## src/rtl/flash_bus_pkg.sv

```systemverilog
// Shared types and constants for the ROM-Flash bus controller.
package flash_bus_pkg;

    typedef enum logic [1:0] {
        IDLE  = 2'd0,
        ISSUE = 2'd1,
        WAIT  = 2'd2,
        RESP  = 2'd3
    } state_t;

    typedef enum logic {
        FETCH = 1'b0,
        DATA  = 1'b1
    } port_t;

    localparam logic [11:0] REGION_TAG_DEFAULT = 12'h080;
    localparam logic [31:0] WORD_ALIGN_MASK    = 32'h0000_0003;

    // True when an address is not word aligned or falls outside the flash window.
    function automatic logic addr_fault(input logic [31:0] addr, input logic [11:0] tag);
        return ((addr & WORD_ALIGN_MASK) != 32'd0) || (addr[31:20] != tag);
    endfunction

endpackage

```

## src/rtl/flash_bus_ctrl_if.sv

```systemverilog
// Bus bundle between the core's fetch/load-store ports, the controller and the flash pins.
interface flash_bus_ctrl_if;
    import flash_bus_pkg::*;

    logic        fetch_req;
    logic [31:0] fetch_addr;
    logic        fetch_ack;
    logic [31:0] fetch_rdata;
    logic        fetch_err;

    logic        data_req;
    logic        data_we;
    logic [31:0] data_addr;
    logic [31:0] data_wdata;
    logic        data_ack;
    logic [31:0] data_rdata;
    logic        data_err;

    logic        flash_unlock;

    logic [31:0] mem_address;
    logic [31:0] mem_data_in;
    logic        mem_write_enable;
    logic [31:0] mem_data_out;

    logic        busy;

    // Requesters plus the flash block: they drive requests and flash read data.
    modport master (
        output fetch_req, fetch_addr,
        input  fetch_ack, fetch_rdata, fetch_err,
        output data_req, data_we, data_addr, data_wdata,
        input  data_ack, data_rdata, data_err,
        output flash_unlock,
        input  mem_address, mem_data_in, mem_write_enable,
        output mem_data_out,
        input  busy
    );

    // The controller side.
    modport slave (
        input  fetch_req, fetch_addr,
        output fetch_ack, fetch_rdata, fetch_err,
        input  data_req, data_we, data_addr, data_wdata,
        output data_ack, data_rdata, data_err,
        input  flash_unlock,
        output mem_address, mem_data_in, mem_write_enable,
        input  mem_data_out,
        output busy
    );

endinterface

```

## src/rtl/flash_bus_ctrl_arbiter.sv

```systemverilog
// Two-way round-robin arbiter: on a tie the port that did not win last time is granted.
module rr_arbiter2
    import flash_bus_pkg::*;
(
    input  logic  clock,
    input  logic  reset,
    input  logic  enable,
    input  logic  req_fetch,
    input  logic  req_data,
    output logic  grant_valid,
    output port_t grant_port
);

    port_t last_grant;

    // Pick a winner; a tie goes to whichever port was not granted last.
    always_comb begin
        grant_valid = enable && (req_fetch || req_data);
        grant_port  = FETCH;
        if (req_fetch && req_data) begin
            grant_port = (last_grant == FETCH) ? DATA : FETCH;
        end else if (req_data) begin
            grant_port = DATA;
        end
    end

    // Remember the winner only when a grant is actually taken; reset favours fetch first.
    always_ff @(posedge clock) begin
        if (reset) begin
            last_grant <= DATA;
        end else if (grant_valid) begin
            last_grant <= grant_port;
        end
    end

endmodule

```

## src/rtl/flash_bus_ctrl.sv

```systemverilog
// Sequencer for the 1 MB ROM-Flash window: arbitrates fetch and data ports,
// checks alignment/region/write-protect, runs one flash word access at a time.
module flash_bus_ctrl
    import flash_bus_pkg::*;
#(
    parameter logic [11:0] REGION_TAG   = REGION_TAG_DEFAULT,
    parameter int unsigned READ_LATENCY = 1
) (
    input logic        clock,
    input logic        reset,
    flash_bus_ctrl_if.slave bus
);

    localparam logic [3:0] LAT_LAST = 4'(READ_LATENCY - 1);

    state_t      state_q, state_d;
    port_t       port_q, port_d;
    logic [31:0] addr_q, addr_d;
    logic        we_q, we_d;
    logic [31:0] wdata_q, wdata_d;
    logic        err_q, err_d;
    logic [31:0] rdata_q, rdata_d;
    logic [3:0]  lat_q, lat_d;

    logic        grant_valid;
    port_t       grant_port;
    logic [31:0] sel_addr;
    logic        sel_we;
    logic [31:0] sel_wdata;
    logic        fault;
    logic        resp_fetch;
    logic        resp_data;

    rr_arbiter2 u_arbiter (
        .clock       (clock),
        .reset       (reset),
        .enable      (state_q == IDLE),
        .req_fetch   (bus.fetch_req),
        .req_data    (bus.data_req),
        .grant_valid (grant_valid),
        .grant_port  (grant_port)
    );

    // State and latched-request registers; reset aborts any access in flight.
    always_ff @(posedge clock) begin
        if (reset) begin
            state_q <= IDLE;
            port_q  <= FETCH;
            addr_q  <= '0;
            we_q    <= 1'b0;
            wdata_q <= '0;
            err_q   <= 1'b0;
            rdata_q <= '0;
            lat_q   <= '0;
        end else begin
            state_q <= state_d;
            port_q  <= port_d;
            addr_q  <= addr_d;
            we_q    <= we_d;
            wdata_q <= wdata_d;
            err_q   <= err_d;
            rdata_q <= rdata_d;
            lat_q   <= lat_d;
        end
    end

    // Next-state, request decode, latency countdown and pin/response outputs.
    always_comb begin
        state_d = state_q;
        port_d  = port_q;
        addr_d  = addr_q;
        we_d    = we_q;
        wdata_d = wdata_q;
        err_d   = err_q;
        rdata_d = rdata_q;
        lat_d   = lat_q;

        sel_addr  = (grant_port == DATA) ? bus.data_addr : bus.fetch_addr;
        sel_we    = (grant_port == DATA) && bus.data_we;
        sel_wdata = (grant_port == DATA) ? bus.data_wdata : 32'd0;
        fault     = addr_fault(sel_addr, REGION_TAG) || (sel_we && !bus.flash_unlock);

        unique case (state_q)
            IDLE: begin
                if (grant_valid) begin
                    port_d  = grant_port;
                    addr_d  = sel_addr;
                    we_d    = sel_we;
                    wdata_d = sel_wdata;
                    err_d   = fault;
                    rdata_d = '0;
                    lat_d   = LAT_LAST;
                    state_d = fault ? RESP : ISSUE;
                end
            end
            ISSUE: begin
                state_d = we_q ? RESP : WAIT;
            end
            WAIT: begin
                if (lat_q == 4'd0) begin
                    rdata_d = bus.mem_data_out;
                    state_d = RESP;
                end else begin
                    lat_d = lat_q - 4'd1;
                end
            end
            RESP: begin
                state_d = IDLE;
            end
            default: begin
                state_d = IDLE;
            end
        endcase

        resp_fetch = (state_q == RESP) && (port_q == FETCH);
        resp_data  = (state_q == RESP) && (port_q == DATA);

        bus.fetch_ack   = resp_fetch;
        bus.fetch_err   = resp_fetch && err_q;
        bus.fetch_rdata = resp_fetch ? rdata_q : 32'd0;
        bus.data_ack    = resp_data;
        bus.data_err    = resp_data && err_q;
        bus.data_rdata  = resp_data ? rdata_q : 32'd0;

        bus.mem_address      = ((state_q == ISSUE) || (state_q == WAIT)) ? addr_q : 32'd0;
        bus.mem_write_enable = (state_q == ISSUE) && we_q;
        bus.mem_data_in      = ((state_q == ISSUE) && we_q) ? wdata_q : 32'd0;
        bus.busy             = (state_q != IDLE);
    end

endmodule
```

## src/flat_wrapper.sv

```systemverilog
// flat-port wrapper written by rule: the top's interface ports become plain ports
module flash_bus_ctrl_flat import flash_bus_pkg::*;
#(
    parameter logic [11:0] REGION_TAG   = REGION_TAG_DEFAULT,
    parameter int unsigned READ_LATENCY = 1
)
  (clock, reset, bus_fetch_req, bus_fetch_addr, bus_fetch_ack, bus_fetch_rdata, bus_fetch_err, bus_data_req, bus_data_we, bus_data_addr, bus_data_wdata, bus_data_ack, bus_data_rdata, bus_data_err, bus_flash_unlock, bus_mem_address, bus_mem_data_in, bus_mem_write_enable, bus_mem_data_out, bus_busy);
  flash_bus_ctrl_if bus_i ();
  input logic clock;
  input logic reset;
  input wire logic [$bits(bus_i.fetch_req)-1:0] bus_fetch_req;
  input wire logic [$bits(bus_i.fetch_addr)-1:0] bus_fetch_addr;
  output wire logic [$bits(bus_i.fetch_ack)-1:0] bus_fetch_ack;
  output wire logic [$bits(bus_i.fetch_rdata)-1:0] bus_fetch_rdata;
  output wire logic [$bits(bus_i.fetch_err)-1:0] bus_fetch_err;
  input wire logic [$bits(bus_i.data_req)-1:0] bus_data_req;
  input wire logic [$bits(bus_i.data_we)-1:0] bus_data_we;
  input wire logic [$bits(bus_i.data_addr)-1:0] bus_data_addr;
  input wire logic [$bits(bus_i.data_wdata)-1:0] bus_data_wdata;
  output wire logic [$bits(bus_i.data_ack)-1:0] bus_data_ack;
  output wire logic [$bits(bus_i.data_rdata)-1:0] bus_data_rdata;
  output wire logic [$bits(bus_i.data_err)-1:0] bus_data_err;
  input wire logic [$bits(bus_i.flash_unlock)-1:0] bus_flash_unlock;
  output wire logic [$bits(bus_i.mem_address)-1:0] bus_mem_address;
  output wire logic [$bits(bus_i.mem_data_in)-1:0] bus_mem_data_in;
  output wire logic [$bits(bus_i.mem_write_enable)-1:0] bus_mem_write_enable;
  input wire logic [$bits(bus_i.mem_data_out)-1:0] bus_mem_data_out;
  output wire logic [$bits(bus_i.busy)-1:0] bus_busy;
  assign bus_i.fetch_req = bus_fetch_req;
  assign bus_i.fetch_addr = bus_fetch_addr;
  assign bus_fetch_ack = bus_i.fetch_ack;
  assign bus_fetch_rdata = bus_i.fetch_rdata;
  assign bus_fetch_err = bus_i.fetch_err;
  assign bus_i.data_req = bus_data_req;
  assign bus_i.data_we = bus_data_we;
  assign bus_i.data_addr = bus_data_addr;
  assign bus_i.data_wdata = bus_data_wdata;
  assign bus_data_ack = bus_i.data_ack;
  assign bus_data_rdata = bus_i.data_rdata;
  assign bus_data_err = bus_i.data_err;
  assign bus_i.flash_unlock = bus_flash_unlock;
  assign bus_mem_address = bus_i.mem_address;
  assign bus_mem_data_in = bus_i.mem_data_in;
  assign bus_mem_write_enable = bus_i.mem_write_enable;
  assign bus_i.mem_data_out = bus_mem_data_out;
  assign bus_busy = bus_i.busy;
  flash_bus_ctrl #(.REGION_TAG(REGION_TAG), .READ_LATENCY(READ_LATENCY)) u_core (.clock(clock), .reset(reset), .bus(bus_i));
endmodule
```

## config.mk

```make
export PLATFORM = sky130hd
export DESIGN_NAME = flash_bus_ctrl_flat
export DESIGN_NICKNAME = d
export VERILOG_FILES = /design/src/rtl/flash_bus_pkg.sv /design/src/rtl/flash_bus_ctrl_if.sv /design/src/rtl/flash_bus_ctrl_arbiter.sv /design/src/rtl/flash_bus_ctrl.sv /design/src/flat_wrapper.sv
export SDC_FILE = /design/constraint.sdc
export NUM_CORES = 1
export LEC_CHECK = 0
export CORE_MARGIN = 1.5
export CORE_UTILIZATION = 37
export CTS_BUF_LIST = sky130_fd_sc_hd__clkbuf_4 sky130_fd_sc_hd__clkbuf_8 sky130_fd_sc_hd__clkbuf_16
export DETAILED_ROUTE_END_ITERATION = 12
export PLACE_DENSITY = 0.78
export SYNTH_ARGS = -nofsm -noshare
export SYNTH_HDL_FRONTEND = slang
export SYNTH_HIERARCHICAL = 1
export SYNTH_SLANG_ARGS = --single-unit
```

## constraint.sdc

```tcl
create_clock -name clock -period 1.7 [get_ports clock]
set_clock_uncertainty 0.1 [all_clocks]
set_input_delay 0.34 -clock clock [delete_from_list [all_inputs] [get_ports clock]]
set_output_delay 0.34 -clock clock [all_outputs]
set_load 0.05 [all_outputs]
```

# Word level (Yosys, flattened, before mapping)
# Index checks and enable logic that the tools add are counted.
[word_totals]
register_bits = 106
inputBits = 134
out_inout_bits = 134
wordCells = 61
[classes]
n_addsub = 1
n_eq_ne = 7
mux = 20
bitwise = 1
reduce_logical = 23
[op_table]
columns = ["cell", "n"]
rows = [
  ["$mux 32", 8],
  ["$pmux 32 s2", 1],
  ["$reduce_bool 32->1", 1],
  ["$ne 12x8->1 const B", 1],
  ["$logic_and 1x1->1", 9],
  ["$mux 4", 2],
  ["$pmux 2 s4", 1],
  ["$pmux 4 s2", 1],
  ["$mux 2", 3],
  ["$reduce_and 3->1", 2],
  ["$eq 2x2->1 const B", 2],
  ["$logic_not 4->1", 1],
  ["$logic_or 1x1->1", 4],
  ["$mux 1", 4],
  ["$ne 2x1->1 const B", 2],
  ["$reduce_and 2->1", 2],
  ["$reduce_bool 2->1", 2],
  ["$sub 4x1->4 const B", 1],
  ["$eq 2x1->1 const B", 1],
  ["$logic_not 2->1", 1],
  ["$ne 2x2->1 const B", 1],
  ["$logic_not 1->1", 1],
  ["$not 1->1", 1],
]

# Longest topological paths before layout
# Gate-level depths: netlist of run 1.
[depth]
ltp_word = 9
mapped_depth = 8
depth_no_buf = 7

# Cells and area by module
# Netlist of run 1, hierarchy kept.
[modules_own_cells]
columns = ["mod", "n_inst", "cells_per_inst", "area_each_um2", "seq_area_each_um2"]
rows = [
  ["flash_bus_ctrl", 1, 621, 5336.4, 2102.0],
  ["rr_arbiter2", 1, 6, 57.6, 20.0],
]

# Worst setup path before layout of run 1
# No wires, ideal clock.
[synth_path]
path_type = "reg-to-output"
start = "reg u_core.state_q[1]"
end = "out bus_fetch_rdata[22]"
arrival_time_ns = 2.002
t_required_ns = 1.260
path_slack_ns = -0.742
stages_incl_launch_ff = 5
n_path_buf = 1
cell_sequence = "dfxtp_1 -> ha_1 -> nor2b_1 -> clkbuf_1 -> and2_1"
[synth_between]
elab_chain_cells = 3
[synth_lines]
columns = ["element", "line_no", "text"]
rows = [
  ["start: declaration", "flash_bus_ctrl.sv:16", "state_t state_q, state_d;"],
  ["start signal: assignment", "flash_bus_ctrl.sv:56", "state_q <= state_d;"],
  ["$eq 2x2->1", "flash_bus_ctrl.sv:115", "resp_fetch = (state_q == RESP) && (port_q == FETCH);"],
  ["$logic_and 1x1->1", "flash_bus_ctrl.sv:115", ""],
  ["net bus_fetch_ack", "flat_wrapper.sv:13", "output wire logic [$bits(bus_i.fetch_ack)-1:0] bus_fetch_ack;"],
  ["$mux 32", "flash_bus_ctrl.sv:120", "bus.fetch_rdata = resp_fetch ? rdata_q : 32'd0;"],
  ["end: declaration", "flat_wrapper.sv:14", "output wire logic [$bits(bus_i.fetch_rdata)-1:0] bus_fetch_rdata;"],
]
# The timed path passes the listed nets, and every way through them passes these cells.

# Worst setup path after layout of run 1
[layout_path]
start = "reg u_core.lat_q[1]"
end = "reg u_core.rdata_q[15]"
[layout_between]
elab_chain_cells = 3
[layout_lines]
columns = ["element", "line_no", "text"]
rows = [
  ["start: declaration", "flash_bus_ctrl.sv:23", "logic [3:0] lat_q, lat_d;"],
  ["start signal: assignment", "flash_bus_ctrl.sv:63", "lat_q <= lat_d;"],
  ["$logic_not 4->1", "flash_bus_ctrl.sv:100", "if (lat_q == 4'd0) begin"],
  ["$ne 2x1->1 (no line)", "--", ""],
  ["$reduce_and 3->1 (no line)", "--", ""],
  ["end signal: assignment", "flash_bus_ctrl.sv:62", "rdata_q <= rdata_d;"],
  ["end: declaration", "flash_bus_ctrl.sv:22", "logic [31:0] rdata_q, rdata_d;"],
]
# No other way between the ends.
# A chain may end at the register's enable or synchronous reset.

==> key figures, run 1 <==
Synth
  • Synth cell types: 37
  • Leading post-synthesis cells by cell area: dfxtp_1 (39%), and2_1 (7.9%), and3_1 (7.7%)
  • Adder-Cell Fraction of Synth Area: around 1.4%
  • Synth top cells by count: dfxtp_1 (106), nor2_1 (70), and2_1 (68)
  • Mapped Cells: around 630
  • Post-Syn Area: 0.00539 mm2
  • Asr flop ratio synth: 0%
  • Sequential area share after synthesis: about two fifths
  • Synthesis Warnings: 6
  • Synth top area share: between 30% and 40%
  • Largest family of logic cells by synthesized area: simple AND/OR/NAND/NOR gates
  • Post-synth top area cell: dfxtp_1
  • Synthesized-area fraction occupied by xor and xnor cells: less than 1%
  • Mux cell area share after synthesis: 6.31%
  • Mapped Nets: between 700 and 800
  • Simple-gate share of the synthesized area: between 20 and 30%
  • Count leader, synth: dfxtp_1
  • Synth Area in Compound Gates: 17.9%
  • EDFF count, synth: 0
  • Syn avg cell area: ~8.6 um2
  • Most used flip-flop cell after synthesis: dfxtp_1
  • #FFs+latches synth: roughly 110

Clocking
  • Clock sink count: 106
  • Post-CTS Hold Buffers: 0
  • Clock root buffer master: clkbuf_16
  • Clk_lat worst skew: about 0.36 ns
  • Clk buf depth: 2
  • Num CTS Buffers: 9
  • Clock transition at path regs: about 0.08 ns
  • H-tree levels: 3
  • CTS tree: built

Run
  • Max cap viols: 0

Power and ir drop
  • P per Cell Area: roughly 1500 mW/mm2
  • Power Total: between 15,000 and 20,000 uW
  • Peak VDD IR: between 1 and 1.5 mV
  • Leakage power: ~0.0048 uW

Status
  • Failing checks: setup timing
  • Outcome: complete, but fails checks

Global routing
  • Overall Global Routing Usage: about a third
  • Largest net degree at the start of global routing: 42
  • Global-route wire length before repair: a little under 40 mm
  • Initial antenna violation count: 1
  • Vias in the first global route: 6,932
  • Grt ovf: 0

Timing
  • Final setup viols: 239
  • Fin. Hold Viols: 0
  • Min setup slack post-route: -0.419 ns
  • Measured slew at the worst slew-check pin: a little under 0.7 ns
  • RSZ-0062 raised after global routing: true
  • Tmin final: between 2 and 2.5 ns
  • Max Clk Rate: around 0.47 GHz
  • Tcrit/Tclk final: 125%
  • Slew HR: roughly 55%
  • Final Max Tran Viols: 0

Detailed routing
  • WL/cell: between 20 and 30 um
  • First-pass DRT Iterations: 5
  • Post-route ant nets: 0
  • Vias per inst: 6.00
  • Via Count: ~7,000
  • Total Wirelength: roughly 32 mm
  • Starting DRC count in detailed routing: between 700 and 800
  • Drt drc: 0

Placed design
  • Final HPWL DP: ~14 mm
  • Buffers on Ports: approximately 270
  • Placed cell count: roughly 1,100
  • GPL Wtd Cong: 0.914

Floorplan
  • Io pins: between 200 and 300
  • Rows: 43
  • Core area: between 0.01 and 0.015 mm2
  • Total die area: about 0.015 mm2
  • Die height: roughly 120 um
  • Die W: roughly 120 um
  • Initial Util: 38.4%

Finish
  • Diode count: 0
  • Nets: 1,117
  • FILL cells: approximately 420
  • Layout Cells excl Fill: roughly 1,200
  • Area grow syn2layout: 138%
  • Proportion of layout cells with a drive suffix above 1: 58.9%

Worst setup path
  • WS Path Type: flip-flop to flip-flop
  • Maximum fanout along the worst path: 8
  • Crit start category: flip-flop
  • Worst setup EP type: flip-flop
  • CP Data Arrival Time: 2.25 ns
  • Worst Path Required: 1.83 ns

Hold path
  • HP Class: input port to flip-flop
metrics by stage:
| stage | utilization, % | cell area [um2] | hold slack, ns | setup WS, ns | TNS, ns |
|---|---|---|---|---|---|
| global route | 91.3 | 12800 | 0.325 | -0.434 | -80.87 |
| floorplan | - | 5660 | 0.327 | -0.116 | -2.90 |
| global placement | 72.1 | 10100 | 0.334 | -0.516 | -46.62 |
| finish | 91.3 | 12800 | 0.314 | -0.419 | -72.77 |
| detailed placement | 72.1 | 10100 | 0.338 | -0.569 | -49.73 |
| CTS | 86.4 | 12100 | 0.286 | -0.383 | -59.42 |
placed cells by master (no fill, tap or decap), types with 18 or more instances in the layout:
cell and n:
dfxtp_1 101, mux2i_1 34, nor2_1 50, nand3_2 20, buf_4 47, buf_16 19, buf_6 29, clkdlybuf4s50_1 128
a21oi_2 19, and2_4 69, a22oi_2 33, and3_4 65, a211oi_2 24, nand2_1 35, buf_12 155, a21oi_1 18
layer usage:
metal  routed length [um]  track usage (%)  vias to the layer above
met4                 1810             17.6                        0
met3                 2650             7.69                      136
li1                     -                -                     2913
met1                11100             37.9                     3407
met5                    0                0                        -
met2                16000             61.9                      508
what timing repair did:
| action | CTS | global route |
|---|---|---|
| setup buffers | 40 | 22 |
| gates cloned | 26 | 8 |
| pin swaps | 72 | 91 |
| resized for setup | 210 | 127 |
| endpoints found under the setup margin | 239 | 239 |
worst paths after layout:
| kind | slack, ns | startpoint | end | cells after the start |
|---|---|---|---|---|
| worst min register to register | 0.36 | u_core/wdata_q[30]$_SDFFE_PP0P_ | u_core/wdata_q[30]$_SDFFE_PP0P_ | 2 |
| worst max register to register | -0.42 | u_core/lat_q[1]$_SDFFE_PP0P_ | u_core/rdata_q[15]$_SDFFE_PP0P_ | 8 |
| worst max-delay path | -0.42 | u_core/lat_q[1]$_SDFFE_PP0P_ | u_core/rdata_q[15]$_SDFFE_PP0P_ | 8 |
| worst min-delay path | 0.31 | reset | u_core/lat_q[1]$_SDFFE_PP0P_ | 2 |
cells by family (layout without fill, tap and decap cells):
family | count (synthesis) | in the layout
muxes | 34 | 34
buffers and inverters | 67 | 419
AOI/OAI and AO/OA | 119 | 119
DFF | 106 | 106
adders and majority gates | 6 | 6
and+or+nand+nor | 293 | 294
xor gates and xnor gates | 2 | 2
where the power goes:
part	switching (uW)	internal [uW]	total, uW
Sequential	621	3070	3690
Clock	996	1090	2090
Combinational	6290	6740	13000
flip-flops by register name (all words and copies together) (netlist names):
name	flops
u_core/wdata_q	32
u_core/addr_q	32
u_core/we_q	1
u_core/err_q	1
u_core/u_arbiter/last_grant	1
u_core/lat_q	4
u_core/port_q	1
u_core/rdata_q	32
u_core/state_q	2
layout make-up:
class	instances	area, um2	area share [%]
Timing Repair Buffer	397	5920	46.2
Multi-Input combinational cell	455	4230	33.0
Tap cell	180	225	1.76
Inverter	8	37.5	0.293
Sequential cell	106	2130	16.6
Clock buffer	14	269	2.10
worst max-delay path, stage by stage, from the launching register on:
cell and delay, ns:
dfxtp_2 0.34, inv_2 0.08, ha_4 0.13, or3b_4 0.41
a211o_4 0.38, buf_12 0.15, buf_16 0.14, a22oi_2 0.16
nor2_1 0.09
No activity file was read; power rests on OpenSTA's default activity.
==> run 2, diff against run 1 <==
CORE_MARGIN = 2   (was 1.5)
==> key figures, run 2 (synthesis gave the netlist of run 1 again) <==
Status
  • Outcome: complete, but fails checks
  • Failing checks: setup timing

Finish
  • Most common cell after layout, fill and taps aside: buf_12
  • Proportion of layout cells with a drive suffix above 1: 48.1%
  • Commonest non-fill, non-tap cells in the layout: buf_12 (147), clkdlybuf4s50_1 (130), dfxtp_1 (102)
  • Area grow syn2layout: 114%
  • Diode count: 0
  • Largest regs: u_core/addr_q x32, u_core/rdata_q x32, u_core/wdata_q x32
  • Final core utilization: about four fifths
  • Nets: roughly 1,100
  • FILL cells: between 800 and 900

Global routing
  • Global-route wire length before repair: roughly 32 mm
  • Overall Global Routing Usage: around a quarter
  • Initial antenna violation count: 0
  • Vias in the first global route: just under 6,000
  • Grt ovf: 0
  • Largest net degree at the start of global routing: 46

Clocking
  • Clk buf depth: 2
  • CTS tree: built
  • Clock transition at path regs: 0.07 ns
  • H-tree levels: 3
  • Clock sink count: about 110
  • Clock root buffer master: clkbuf_16
  • Post-CTS Hold Buffers: 0
  • Num CTS Buffers: 9
  • Clk_lat worst skew: between 0.3 and 0.4 ns

Detailed routing
  • Drt drc: 0
  • Starting DRC count in detailed routing: 326
  • First-pass DRT Iterations: 4
  • Vias per inst: ~5.3
  • Total Wirelength: roughly 22 mm
  • WL/cell: ~20 um
  • Via Count: 5,987
  • Post-route ant nets: 0

Worst setup path
  • Crit start category: flip-flop
  • CP Launch Point: u_core/state_q[1]$_SDFFE_PP0P_
  • Reg-to-reg startpoint: u_core/lat_q[1]$_SDFFE_PP0P_
  • Worst setup EP type: output pin
  • CP max stage cell: dfxtp_4
  • Crit path buf inv count: 4
  • CP most frequent cell: buf_12
  • Worst Path Required: around 1.3 ns
  • CP max stage delay: 0.36 ns
  • CP Cell Sequence: buf_6 > ha_4 > nor2b_4 > buf_12 > buf_16 > and2_4 > buf_12
  • CP Data Arrival Time: between 1.5 and 2 ns
  • Maximum fanout along the worst path: 8
  • Cell family with most CP delay: buffers and inverters
  • WS Path Type: flip-flop to output pin

Hold path
  • HP Class: input port to flip-flop
  • Hold Crit Start: reset

Power and ir drop
  • Power Total: about 15,000 uW
  • P per Cell Area: about 1300 mW/mm2
  • Peak VDD IR: ~0.90 mV
  • Leakage power: around 0.0045 uW

Floorplan
  • Core area: ~0.014 mm2
  • Rows: 44
  • Die W: approximately 120 um
  • Die height: 125 um
  • Initial Util: between 30% and 40%
  • Io pins: between 200 and 300
  • Total die area: 0.0156 mm2

Timing
  • Slew HR: 64.0%
  • Fin. Hold Viols: 0
  • Fin Setup TNS: -62.47 ns
  • Tcrit/Tclk final: 126%
  • Measured slew at the worst slew-check pin: 0.538 ns
  • Final Max Tran Viols: 0
  • Max Clk Rate: approximately 0.47 GHz
  • RSZ-0062 raised after global routing: true
  • Final hold slack: 0.228 ns
  • Min setup slack post-route: -0.437 ns
  • Tmin final: approximately 2.1 ns
  • Final setup viols: around 240

Placed design
  • Pre-CTS setup slack: -0.499 ns
  • GPL Wtd Cong: just under 0.8
  • Final HPWL DP: approximately 13 mm
  • Buffers on Ports: about 270

Run
  • Max cap viols: 0
[run 2: cell count changes in the layout (fill, tap and decap cells not counted), moves of 14 or more]
cell	change
and3_2	+27
and3_4	-27
nand3_1	+26
nand3_2	-20
nor2_1	+19
a211oi_1	+18
a211oi_2	-16
nor2_4	-16
a21oi_1	+14
a21oi_2	-14
[run 2: layout make-up]
type                    count  area [um2]  share of cell area [%]
repair buffers            359        5240                    45.3
clock buffers              12         260                    2.25
clock inverters             4        97.6                   0.844
flip-flops and latches    106        2130                    18.4
multi-input cells         454        3580                    30.9
inverters                   8        32.5                   0.281
well taps                 184         230                    1.99
[run 2: worst register-to-register path, stage by stage (launching register included)]
cell	delay [ns]
dfxtp_2	0.33
inv_2	0.07
ha_4	0.13
or3b_4	0.39
a211o_4	0.44
buf_16	0.19
a22oi_2	0.15
nor2_1	0.09
[run 2: stage by stage]
stage / instance area (um2) / cells
final: 11600 / 1127
after global routing: 11600 / 1127
after CTS: 11200 / 1115
after detailed placement: 10200 / 1078
after global placement: 10200 / 1078
after floorplan: 5660 / 627
[run 2: timing repair]
action | 4_1_cts | 5_1_grt
resized for setup | 72 | 58
cloned | 12 | 5
setup buffers | 9 | 9
pin swaps | 30 | 14
endpoints found under the setup margin | 239 | 239
[run 2: layer usage]
metal / vias to the layer above / GRT usage [%] / share of wire, %
met2: 246 / 46.3 / 54
met5: - / 0 / 0
li1: 2816 / - / -
met4: 0 / 7.87 / 2.4
met1: 2887 / 29.7 / 38
met3: 38 / 5.54 / 5.3
[run 2: worst paths after layout]
kind / end / slack (ns) / depth (start not counted)
setup reg to reg: u_core/rdata_q[23]$_SDFFE_PP0P_ / -0.32 / 7
hold reg to reg: u_core/wdata_q[16]$_SDFFE_PP0P_ / 0.35 / 2
hold / removal: u_core/addr_q[20]$_SDFFE_PP0P_ / 0.23 / 2
setup / recovery: bus_fetch_rdata[19] / -0.44 / 7
[run 2: power by group]
part	switching (uW)	internal, uW
combinational	4550	4890
clock	952	1540
sequential	397	3060
